File: src/rtl/ncl_pkg.sv
// Shared types, dual-rail constants and digit helpers for the NCL sync bridge.
package ncl_pkg;

    typedef enum logic [1:0] {
        TX_IDLE = 2'd0,
        TX_DATA = 2'd1,
        TX_NULL = 2'd2
    } tx_state_t;

    typedef enum logic {
        RX_WAIT_NULL = 1'b0,
        RX_WAIT_DATA = 1'b1
    } rx_state_t;

    localparam logic [1:0] DR_NULL = 2'b00;
    localparam logic [1:0] DR_0    = 2'b01;
    localparam logic [1:0] DR_1    = 2'b10;

    function automatic logic [1:0] dr_encode(input logic b);
        return b ? DR_1 : DR_0;
    endfunction

    function automatic logic dr_is_complete(input logic [1:0] d);
        return (d == DR_0) || (d == DR_1);
    endfunction

    function automatic logic dr_is_null(input logic [1:0] d);
        return d == DR_NULL;
    endfunction

    function automatic logic dr_decode(input logic [1:0] d);
        return d[1];
    endfunction

endpackage

File: src/rtl/ncl_sync.sv
// Multi-bit flop synchronizer for monotonic NCL rails; depth is clamped to at least two stages.
module ncl_sync #(
    parameter int WIDTH  = 1,
    parameter int STAGES = 2
) (
    input  logic             clk,
    input  logic             init,
    input  logic [WIDTH-1:0] i_d,
    output logic [WIDTH-1:0] o_q
);
    localparam int NSTG = (STAGES < 2) ? 2 : STAGES;

    logic [WIDTH-1:0] r_sync [NSTG];

    // synchronizer shift chain, cleared by init
    always_ff @(posedge clk) begin
        if (init) begin
            for (int k = 0; k < NSTG; k++) begin
                r_sync[k] <= '0;
            end
        end else begin
            r_sync[0] <= i_d;
            for (int k = 1; k < NSTG; k++) begin
                r_sync[k] <= r_sync[k-1];
            end
        end
    end

    assign o_q = r_sync[NSTG-1];

endmodule

File: src/rtl/ncl_sync_bridge.sv
// Clocked valid/ready <-> dual-rail NCL adder array bridge.
// Optional stall watchdog with sticky wdog_err output is compiled in by NCL_WDOG_EN.
module ncl_sync_bridge
    import ncl_pkg::*;
#(
    parameter int W           = 4,
    parameter int SYNC_STAGES = 2,
    parameter int WDOG_CYCLES = 1024
) (
    input  logic           clk,
    input  logic           init,
    input  logic           op_valid,
    output logic           op_ready,
    input  logic [W-1:0]   op_a,
    input  logic [W-1:0]   op_b,
    input  logic           op_cin,
    output logic [2*W-1:0] a_dr,
    output logic [2*W-1:0] b_dr,
    output logic [1:0]     cin_dr,
    input  logic [W:0]     ab_ack,
    input  logic [2*W-1:0] sum_dr,
    input  logic [1:0]     cout_dr,
    output logic           sum_comp,
    output logic           carry_comp,
    output logic           res_valid,
    input  logic           res_ready,
    output logic [W-1:0]   res_sum,
    output logic           res_cout,
    output logic           proto_err
`ifdef NCL_WDOG_EN
    ,
    output logic           wdog_err
`endif
);

    logic [W:0]       w_ack_sync;
    logic [2*W+1:0]   w_rx_sync;
    logic             w_ack_all;
    logic             w_ack_none;
    logic             w_rx_complete;
    logic             w_rx_null;
    logic             w_rx_bad;
    logic [W-1:0]     w_rx_sum;
    logic             w_rx_cout;
    logic [2*W-1:0]   w_a_enc;
    logic [2*W-1:0]   w_b_enc;
    logic [1:0]       w_cin_enc;

    tx_state_t        r_tx_state;
    tx_state_t        w_tx_next;
    logic             w_tx_accept;
    rx_state_t        r_rx_state;
    rx_state_t        w_rx_next;
    logic             w_capture;

    logic [2*W-1:0]   r_a_dr;
    logic [2*W-1:0]   r_b_dr;
    logic [1:0]       r_cin_dr;
    logic             r_comp;
    logic             r_res_valid;
    logic [W-1:0]     r_res_sum;
    logic             r_res_cout;
    logic             r_proto_err;

    ncl_sync #(.WIDTH(W+1), .STAGES(SYNC_STAGES)) u_sync_ack (
        .clk  (clk),
        .init (init),
        .i_d  (ab_ack),
        .o_q  (w_ack_sync)
    );

    ncl_sync #(.WIDTH(2*W+2), .STAGES(SYNC_STAGES)) u_sync_rx (
        .clk  (clk),
        .init (init),
        .i_d  ({cout_dr, sum_dr}),
        .o_q  (w_rx_sync)
    );

    // completion detection and decode of the synced buses, encode of the offered operands
    always_comb begin
        w_ack_all     = &w_ack_sync;
        w_ack_none    = ~|w_ack_sync;
        w_rx_complete = 1'b1;
        w_rx_null     = 1'b1;
        w_rx_bad      = 1'b0;
        w_rx_sum      = '0;
        w_a_enc       = '0;
        w_b_enc       = '0;
        for (int i = 0; i <= W; i++) begin
            w_rx_complete = w_rx_complete & dr_is_complete(w_rx_sync[2*i +: 2]);
            w_rx_null     = w_rx_null & dr_is_null(w_rx_sync[2*i +: 2]);
            w_rx_bad      = w_rx_bad | (&w_rx_sync[2*i +: 2]);
        end
        for (int i = 0; i < W; i++) begin
            w_rx_sum[i]        = dr_decode(w_rx_sync[2*i +: 2]);
            w_a_enc[2*i +: 2]  = dr_encode(op_a[i]);
            w_b_enc[2*i +: 2]  = dr_encode(op_b[i]);
        end
        w_rx_cout = dr_decode(w_rx_sync[2*W +: 2]);
        w_cin_enc = dr_encode(op_cin);
    end

    assign op_ready = (r_tx_state == TX_IDLE) & w_ack_none & ~init;

    // TX next state
    always_comb begin
        w_tx_next   = r_tx_state;
        w_tx_accept = 1'b0;
        case (r_tx_state)
            TX_IDLE: begin
                if (op_valid && op_ready) begin
                    w_tx_accept = 1'b1;
                    w_tx_next   = TX_DATA;
                end else begin
                    w_tx_next   = TX_IDLE;
                end
            end
            TX_DATA: begin
                if (w_ack_all) begin
                    w_tx_next = TX_NULL;
                end else begin
                    w_tx_next = TX_DATA;
                end
            end
            TX_NULL: begin
                if (w_ack_none) begin
                    w_tx_next = TX_IDLE;
                end else begin
                    w_tx_next = TX_NULL;
                end
            end
            default: w_tx_next = TX_NULL;
        endcase
    end

    // TX state and operand rails; rails only change at wavefront boundaries
    always_ff @(posedge clk) begin
        if (init) begin
            r_tx_state <= TX_NULL;
            r_a_dr     <= '0;
            r_b_dr     <= '0;
            r_cin_dr   <= 2'b00;
        end else begin
            r_tx_state <= w_tx_next;
            if (w_tx_accept) begin
                r_a_dr   <= w_a_enc;
                r_b_dr   <= w_b_enc;
                r_cin_dr <= w_cin_enc;
            end else if ((r_tx_state == TX_DATA) && (w_tx_next == TX_NULL)) begin
                r_a_dr   <= '0;
                r_b_dr   <= '0;
                r_cin_dr <= 2'b00;
            end else begin
                r_a_dr   <= r_a_dr;
                r_b_dr   <= r_b_dr;
                r_cin_dr <= r_cin_dr;
            end
        end
    end

    // RX next state; a full, non-draining result register stalls the array
    always_comb begin
        w_rx_next = r_rx_state;
        w_capture = 1'b0;
        case (r_rx_state)
            RX_WAIT_DATA: begin
                if (w_rx_complete && (!r_res_valid || res_ready)) begin
                    w_capture = 1'b1;
                    w_rx_next = RX_WAIT_NULL;
                end else begin
                    w_rx_next = RX_WAIT_DATA;
                end
            end
            RX_WAIT_NULL: begin
                if (w_rx_null) begin
                    w_rx_next = RX_WAIT_DATA;
                end else begin
                    w_rx_next = RX_WAIT_NULL;
                end
            end
            default: w_rx_next = RX_WAIT_NULL;
        endcase
    end

    // RX state, completion output, result register and protocol error pulse
    always_ff @(posedge clk) begin
        if (init) begin
            r_rx_state  <= RX_WAIT_NULL;
            r_comp      <= 1'b1;
            r_res_valid <= 1'b0;
            r_res_sum   <= '0;
            r_res_cout  <= 1'b0;
            r_proto_err <= 1'b0;
        end else begin
            r_rx_state  <= w_rx_next;
            r_comp      <= (w_rx_next == RX_WAIT_NULL);
            r_proto_err <= w_rx_bad;
            if (w_capture) begin
                r_res_valid <= 1'b1;
                r_res_sum   <= w_rx_sum;
                r_res_cout  <= w_rx_cout;
            end else if (r_res_valid && res_ready) begin
                r_res_valid <= 1'b0;
            end else begin
                r_res_valid <= r_res_valid;
            end
        end
    end

    assign a_dr       = r_a_dr;
    assign b_dr       = r_b_dr;
    assign cin_dr     = r_cin_dr;
    assign sum_comp   = r_comp;
    assign carry_comp = r_comp;
    assign res_valid  = r_res_valid;
    assign res_sum    = r_res_sum;
    assign res_cout   = r_res_cout;
    assign proto_err  = r_proto_err;

`ifdef NCL_WDOG_EN
    localparam int               WDOG_W   = $clog2(WDOG_CYCLES + 1);
    localparam logic [WDOG_W-1:0] WDOG_MAX = WDOG_W'(WDOG_CYCLES);

    logic [WDOG_W-1:0] r_tx_wdog;
    logic [WDOG_W-1:0] r_rx_wdog;
    logic              r_wdog_err;

    // per-FSM stall counters, restarted on any state change, saturating at the limit
    always_ff @(posedge clk) begin
        if (init) begin
            r_tx_wdog  <= '0;
            r_rx_wdog  <= '0;
            r_wdog_err <= 1'b0;
        end else begin
            if ((w_tx_next != r_tx_state) || (r_tx_state == TX_IDLE)) begin
                r_tx_wdog <= '0;
            end else if (r_tx_wdog != WDOG_MAX) begin
                r_tx_wdog <= r_tx_wdog + 1'b1;
            end else begin
                r_tx_wdog <= r_tx_wdog;
            end
            if ((w_rx_next != r_rx_state) ||
                ((r_rx_state == RX_WAIT_DATA) && !w_rx_complete)) begin
                r_rx_wdog <= '0;
            end else if (r_rx_wdog != WDOG_MAX) begin
                r_rx_wdog <= r_rx_wdog + 1'b1;
            end else begin
                r_rx_wdog <= r_rx_wdog;
            end
            if ((r_tx_wdog == WDOG_MAX) || (r_rx_wdog == WDOG_MAX)) begin
                r_wdog_err <= 1'b1;
            end else begin
                r_wdog_err <= r_wdog_err;
            end
        end
    end

    assign wdog_err = r_wdog_err;
`endif

endmodule

File: config.mk
export PLATFORM = sky130hd
export DESIGN_NAME = ncl_sync_bridge
export DESIGN_NICKNAME = d
export VERILOG_FILES = /design/src/rtl/ncl_pkg.sv /design/src/rtl/ncl_sync.sv /design/src/rtl/ncl_sync_bridge.sv
export SDC_FILE = /design/constraint.sdc
export NUM_CORES = 1
export LEC_CHECK = 0
export ABC_CLOCK_PERIOD_IN_PS = 2250
export CAP_MARGIN = 20
export CORE_ASPECT_RATIO = 1.75
export CORE_MARGIN = 3
export CORE_UTILIZATION = 40
export CTS_CLUSTER_SIZE = 30
export DETAILED_ROUTE_END_ITERATION = 7
export HOLD_SLACK_MARGIN = 0.06
export PLACE_DENSITY = 0.76
export SYNTH_ARGS = -nofsm -noshare
export SYNTH_HDL_FRONTEND = slang
export SYNTH_SLANG_ARGS = --single-unit
export TNS_END_PERCENT = 30
File: constraint.sdc
create_clock -name clk -period 2.25 [get_ports clk]
set_clock_uncertainty 0.15 [all_clocks]
set_input_delay 0.45 -clock clk [delete_from_list [all_inputs] [get_ports clk]]
set_output_delay 0.45 -clock clk [all_outputs]
set_load 0.05 [all_outputs]
==> results of run 1 <==
## worst register-to-register path, delay by kind of cell, from the launching register on
family / cells / cell delay [ps]
buffers and inverters: 2 / 450
and+or+nand+nor: 2 / 680
DFF: 1 / 320
AOI/OAI and AO/OA: 1 / 70
## through the flow
stage          power [W]  hold slack (ps)  utilization, %
3_3_place_gp    0.001374            267.4           53.28
3_5_place_dp    0.001379            274.8           53.28
6_report        0.002238            267.0           56.70
2_1_floorplan   0.001279            263.8               -
4_1_cts         0.002265            244.5           56.59
5_1_grt         0.002333            280.0           56.70
## state kept, by name (all words and copies together), names as in the netlist
name / flops
cin_dr: 2
u_sync_ack.r_sync: 10
u_sync_rx.r_sync: 20
res_cout: 1
proto_err: 1
a_dr: 8
r_tx_state: 2
b_dr: 8
carry_comp: 1
res_valid: 1
res_sum: 4
r_rx_state: 1
## repair_timing
| action | 4_1_cts | 5_1_grt |
|---|---|---|
| hold buffers | 0 | 0 |
| setup endpoints to repair | 0 | 1 |
| buffers inserted | 0 | 0 |
| resized for setup | 0 | 1 |
## routing by layer
layer  share of wire [%]  global-route usage, %
met1                  40                  14.95
met2                  50                  22.72
met3                 5.9                  4.493
met4                 3.9                  10.14
met5                   0                      0
## Yosys cell counts, types with 2 or more instances
cell type	n	area share (%)
a21oi_1	6	1.3
and3_1	2	0.53
buf_2	3	0.63
buf_4	3	0.95
clkbuf_1	10	1.6
dfxtp_1	59	50
ha_1	10	5.3
inv_1	29	4.6
nand2_1	3	0.47
nand4_1	24	6.3
nor2_1	11	1.7
nor2b_1	40	11
nor3_1	5	1.1
o31ai_1	13	4.1
o31ai_2	10	5.3
## report_power, final
part           switching [W]  internal (W)
Sequential         0.0000219       0.00108
Clock               0.000420      0.000460
Combinational       0.000135      0.000117
Total               0.000577       0.00166
## kinds of logic after synthesis
family | synth area share, %
flip-flops | 49.76
AO/OA/AOI/OAI | 13.34
AND/OR/NAND/NOR | 23.25
buffers and inverters | 8.381
adder cells (fa/ha/maj) | 5.271
## cell type report
type                       count  area, um^2  share of cell area [%]
multi-input combinational    138        1011                   31.42
sequential                    59        1181                   36.70
clock inverter                 5       36.28                   1.128
inverter                      30       112.6                   3.499
tap                           76       95.09                   2.955
clock buffer                  11       151.4                   4.704
timing repair buffer          65       630.6                   19.60
## cell usage in the layout, fill, tap and decap left out
cell type,instances
ha_1,10
buf_12,1
nor2b_1,40
and2_1,1
nand4_1,24
or3_1,1
inv_6,1
nand2_1,3
clkbuf_8,11
nor3_4,1
clkinv_2,1
o31ai_1,13
inv_1,29
nor4_2,2
and3_1,2
nor2_1,11
o41ai_4,1
nand3_1,1
clkinvlp_4,3
a21oi_1,6
o21a_1,1
buf_4,10
nand2b_1,1
buf_2,1
clkdlybuf4s50_1,53
nor3_1,4
dfxtp_1,59
a31oi_1,1
a221oi_1,1
o21ai_0,1
o31ai_2,10
nand3_2,1
a211o_1,1
and4_1,1
inv_2,1
## worst max path at each step
stage,from,endpoint,depth (start not counted)
detailed placement,init,a_dr[2],5
CTS,u_sync_ack.r_sync[0][9],op_ready,4
floorplan,init,op_ready,3
global route,u_sync_ack.r_sync[0][9],op_ready,4
finish,a_dr[7],a_dr[7],1
global placement,init,cin_dr[0],5
==> impl_metrics.tcl, run 1 <==
set metrics [dict create \
    tns_ps 0 \
    hold_path.class "in -> reg" \
    nNetsFinal 341 \
    grt_antenna_before_repair 0 \
    setup-violations-final 0 \
    place_ws_ps 393.6 \
    dieWidth_um 64.23 \
    synth_edf_count 0 \
    maxCapViolCount 0 \
    drc 0 \
    startpoint_type "flop" \
    yosys_warnings 0 \
    htreeDepth 3 \
    cp_cell_sequence "clkdlybuf4s50_1" \
    via_per_inst 4.708 \
    rrSetupSlack_ps 480 \
    die_area_um2 6931 \
    drt-total-wl_um 4320 \
    ys_seq_elements 59 \
    synth_area_um2 2374 \
    avgRoutedWirePerCell_um 11.25 \
    avgSynthCellArea_um2 9.728 \
    reg2reg_to "a_dr[2]" \
    dp_hpwl_um 3164 \
    vias 1808 \
    initial_core_util_pct 41.82 \
    fill_cells 514 \
    endpoint_kind "primary output" \
    overflow 0 \
    rsz0062_at_grt "false" \
    crit_family "buffers and inverters" \
    whs_path_depth 2 \
    ir_drop_mv 0.3657 \
    relSlewSlack_pct 66.09 \
    synthFlopType "dfxtp_1" \
    crit_buf_inv 1 \
    hold_violations 0 \
    cts_root_buffer "clkbuf_8" \
    portBuffers 55 \
    drv_slew 0 \
    ant_nets 0 \
    clock_latency_ps 340 \
    cp_slowest_cell "clkdlybuf4s50_1" \
    syn-num-nets 282 \
    grt_pass1_vias 1747 \
    stdcell_count 384 \
    rows 36 \
    n_antenna_cell 0 \
    status "completed" \
    drtIter0Drc 67 \
    place_area_um2 3024 \
    timing.fmax_mhz 473.0 \
    p_per_area_nw_per_um2 695.3 \
    critPathArrivalTime_ps 1510 \
    coreArea_um2 5675 \
    ioPinCount 56 \
    cts_tree "built" \
    finalCriticalPeriod_ps 2114 \
    worst-r2r-cell-count 5 \
    syn_inst 244 \
    ctsLongestPathBuffers 2 \
    syn_to_final_growth_pct 35.58 \
    cp_max_fo 2 \
    gp_congestion 0.8412 \
    ys_seq_area_share_pct 49.76 \
    critPathMaxStageDelay_ps 810 \
    holdPathEnd "r_tx_state[0]" \
    firstDrtPassIters 4 \
    cp.required_ps 1650 \
    crit_type "reg -> out" \
    die_h_um 107.9 \
    stdcell_area_um2 3218 \
    drive_gt1_share_pct 14.29 \
    placedCellCount 368 \
    cts_sinks 59 \
    grtUsageTotal_pct 13.96 \
    r2r-start "u_sync_ack.r_sync[0][9]" \
    grt_pass1_wl_um 7465 \
    async_reset_ff_share_pct 0 \
    cts-buffers-inserted 9 \
    fin_crit_sh_pct 93.97 \
    min_from "init" \
    worstMarginPinSlew_ps 507.1 \
    finalWorstSetupSlack_ps 135.8 \
    p_leak_nw 1.196 \
    clk_pin_slew_ps 70 \
    grt_max_degree 43 \
    synth_cell_types 31 \
]
No activity file was read; power rests on OpenSTA's default activity.
==> run 2, diff against run 1 <==
Settings changed: ABC_CLOCK_PERIOD_IN_PS 2250 to 2000, CORE_MARGIN 3 to unset.
Clock period 2.25 ns to 2 ns, I/O delays scaled along.
==> impl_metrics.tcl, run 2 (same netlist as run 1, synthesis figures left out) <==
set metrics [dict create \
    rsz0062_at_grt "true" \
    hold_path.class "in -> reg" \
    total_power_w 0.002845 \
    maxCapViolCount 0 \
    status "completed" \
    gp_congestion 0.7939 \
    dr_wl_met3_um 224 \
    cts_tree "built" \
    n_antenna_cell 0 \
    cp_slowest_cell "dfxtp_2" \
    grtUsageTotal_pct 15.47 \
    drive_gt1_share_pct 24.12 \
    top_register "u_sync_rx.r_sync" \
    die_area_um2 6258 \
    finalCriticalPeriod_ps 1999 \
    timing.fmax_mhz 500.3 \
    htreeDepth 3 \
    cts_root_buffer "clkbuf_8" \
    stdcell_count 387 \
    final_cell_mix "dfxtp_1, nor2b_1, buf_4" \
    highest_layer "met4" \
    rrSetupSlack_ps 230 \
    grt_pass1_vias 1789 \
    p_leak_nw 1.304 \
    ctsLongestPathBuffers 2 \
    drtIter0Drc 66 \
    hold_violations 0 \
    finalWorstSetupSlack_ps 1.307 \
    largest_reg_flops 20 \
    dieWidth_um 60.23 \
    drc 0 \
    drt-met1-wl_um 1851 \
    avgRoutedWirePerCell_um 11.83 \
    endpoint_kind "primary output" \
    fin_util_pct 57.69 \
    initial_core_util_pct 42.16 \
    clk_pin_slew_ps 60 \
    die_h_um 103.9 \
    tns_ps 0 \
    dp_hpwl_um 3075 \
    drt-total-wl_um 4578 \
    grt_pass1_wl_um 7224 \
    coreArea_um2 5630 \
    grt_antenna_before_repair 0 \
    cp_max_fo 2 \
    crit_type "reg -> out" \
    cp.required_ps 1450 \
    ant_nets 0 \
    place_ws_ps 254.7 \
    portBuffers 55 \
    p_per_area_nw_per_um2 876.0 \
    cts_sinks 59 \
    critPathArrivalTime_ps 1450 \
    critPathMaxStageDelay_ps 340 \
    fin_crit_sh_pct 99.93 \
    wl_met2_um 2324 \
    drv_slew 0 \
    rows 36 \
    overflow 0 \
    clock_latency_ps 340 \
    worstMarginPinSlew_ps 481.1 \
    final_common_cell "dfxtp_1" \
    ioPinCount 56 \
    reg_top3 "u_sync_rx.r_sync (20), u_sync_ack.r_sync (10)" \
    syn_to_final_growth_pct 36.85 \
    relSlewSlack_pct 68.05 \
    via_per_inst 4.853 \
    cts-buffers-inserted 9 \
    placedCellCount 369 \
    setup-violations-final 0 \
    vias 1878 \
    firstDrtPassIters 6 \
    grt_max_degree 36 \
    startpoint_type "flop" \
    ir_drop_mv 0.5205 \
    nNetsFinal 345 \
    cp_cell_sequence "nor4_4 -> nand2_2 -> nor3_4 -> buf_12" \
]
run 2: layout make-up:
cell class	instances	area, um^2
clock buffer	9	123.9
clock inverter	6	115.1
fill	492	2382
inverter	30	112.6
multi-input combinational	138	1022
sequential	59	1184
tap	76	95.09
timing repair buffer	69	595.6
run 2: final timing paths:
kind                             endpoint               startpoint  depth (start not counted)
setup / recovery                 op_ready  u_sync_ack.r_sync[0][8]                          4
hold / removal              r_tx_state[0]                     init                          2
setup reg to reg                  a_dr[0]  u_sync_ack.r_sync[0][8]                          6
hold reg to reg   u_sync_ack.r_sync[0][6]  u_sync_ack.r_sync[0][1]                          1
run 2: metal layers:
layer,up-vias,global-route usage [%]
li1,956,-
met1,858,15.31
met2,50,25.82
met3,14,5.721
met4,0,9.635
met5,-,0
run 2: critical path, delay by kind of cell (launching register included):
kind | cells | cell delay (ps)
and+or+nand+nor | 3 | 610
DFF | 1 | 340
buffers and inverters | 1 | 160
run 2: report_power, final:
part	internal (W)	total (W)	switching (W)
clock	0.000824	0.00130	0.000481
combinational	0.000137	0.000295	0.000157
sequential	0.00122	0.00125	0.0000268
run 2: through the flow:
stage	hold WS [ps]	instance area (um^2)
after global placement	268.0	2975
after CTS	175.3	3227
final	175.8	3248
after floorplan	263.8	2385
after detailed placement	273.1	2975
after global routing	187.8	3248
run 2: timing repair:
action / CTS / global route
setup endpoints to repair: 3 / 1
resized for setup: 2 / 4
buffers inserted: 2 / 1
hold buffers: 0 / 0
pin swaps: 2 / 2
==> run 3, diff against run 2 <==
Settings changed: CTS_CLUSTER_SIZE 30 to 40, PLACE_DENSITY 0.76 to unset, PLACE_DENSITY_LB_ADDON set to 0.2.
==> impl_metrics.tcl, run 3 (same netlist as run 1, synthesis figures left out) <==
set metrics [dict create \
    startpoint_type "flop" \
    drive_gt1_share_pct 22.40 \
    coreArea_um2 5630 \
    fin_util_pct 57.16 \
    fin_crit_sh_pct 100.1 \
    dieWidth_um 60.23 \
    die_h_um 103.9 \
    hold_path.class "in -> reg" \
    ioPinCount 56 \
    rows 36 \
    gp_congestion 0.7485 \
    finalWorstSetupSlack_ps -2.647 \
    endpoint_kind "primary output" \
    ant_nets 0 \
    cp.required_ps 1450 \
    reg_top3 "u_sync_rx.r_sync (20), u_sync_ack.r_sync (10)" \
    placedCellCount 367 \
    vias 1803 \
    cts_sinks 59 \
    drtIter0Drc 80 \
    grt_pass1_vias 1682 \
    largest_reg_flops 20 \
    relSlewSlack_pct 67.92 \
    drv_slew 0 \
    overflow 0 \
    maxCapViolCount 0 \
    violations "negative setup slack" \
    nNetsFinal 341 \
    grtUsageTotal_pct 15.60 \
    top_register "u_sync_rx.r_sync" \
    cp_max_fo 2 \
    stdcell_count 384 \
    final_cell_mix "dfxtp_1, nor2b_1, buf_4" \
    crit_type "reg -> out" \
    cts_root_buffer "clkbuf_8" \
    dp_hpwl_um 2958 \
    final_common_cell "dfxtp_1" \
    timing.fmax_mhz 499.3 \
    clk_pin_slew_ps 70 \
    rsz0062_at_grt "true" \
    grt_antenna_before_repair 0 \
    die_area_um2 6258 \
    critPathArrivalTime_ps 1450 \
    setup-violations-final 1 \
    firstDrtPassIters 4 \
    regArea_um2 1182 \
    cts_hold_buf 0 \
    clock_latency_ps 330 \
    via_per_inst 4.695 \
    drc 0 \
    p_per_area_nw_per_um2 846.1 \
    worstMarginPinSlew_ps 483.1 \
    drt-total-wl_um 4246 \
    status "finished with violations" \
    portBuffers 55 \
    p_leak_nw 1.283 \
    cts_tree "built" \
    grt_pass1_wl_um 7251 \
    total_power_w 0.002723 \
    grt_max_degree 39 \
    initial_core_util_pct 42.16 \
    hold_violations 0 \
    ir_drop_mv 0.5025 \
    fill_cells 508 \
    cts-buffers-inserted 9 \
    finalCriticalPeriod_ps 2003 \
    n_antenna_cell 0 \
    ctsLongestPathBuffers 2 \
    syn_to_final_growth_pct 35.58 \
    avgRoutedWirePerCell_um 11.06 \
    multiInputGateArea_um2 1022 \
    htreeDepth 3 \
]
run 3: path summary, 6_finish.rpt:
| kind | from | to | slack [ps] | cells after the start |
|---|---|---|---|---|
| worst max-delay path | u_sync_ack.r_sync[0][8] | op_ready | -3 | 4 |
| worst max register to register | u_sync_ack.r_sync[0][8] | b_dr[1] | 220 | 6 |
| worst min-delay path | init | r_tx_state[0] | 240 | 2 |
| worst min register to register | u_sync_rx.r_sync[0][9] | u_sync_rx.r_sync[0][19] | 280 | 1 |
run 3: where the power goes:
group          internal, W  switching (W)
logic             0.000130       0.000153
registers          0.00122      0.0000260
clock network     0.000709       0.000487
total              0.00206       0.000666
run 3: repair_timing:
item,CTS,global route
pin swaps,1,0
buffers inserted,1,0
setup endpoints to repair,5,1
resized for setup,6,0
run 3: stage by stage:
step / hold slack [ps] / TNS, ps / cell area, um^2 / setup slack, ps
after floorplan: 263.8 / 0 / 2385 / 90.58
after global placement: 270.4 / 0 / 2987 / 313.9
after detailed placement: 270.4 / 0 / 2987 / 214.2
after CTS: 229.6 / -25.07 / 3218 / -25.07
after global routing: 245.7 / -84.42 / 3218 / -84.42
final: 242.6 / -2.647 / 3218 / -2.647
run 3: layer usage:
metal  vias up  GRT usage [%]  wire length, um  share of wire (%)
li1        949              -                -                  -
met1       804          17.47             1801                 42
met2        43          24.57             2164                 51
met3         7          4.726              183                4.3
met4         0          9.967               96                2.3
met5         -              0                0                  0
run 3: worst max-delay path: stages (launching register included):
cell and delay, ps:
dfxtp_2 340, nor4_4 320, nand2_2 110, nor3_4 190, buf_12 170
run 3: area by class of cell:
cell class / instances / area share [%]
sequential: 59 / 36.74
multi-input combinational: 138 / 31.77
timing repair buffer: 65 / 18.04
clock buffer: 9 / 3.849
inverter: 30 / 3.499
clock inverter: 7 / 3.149
tap: 76 / 2.955
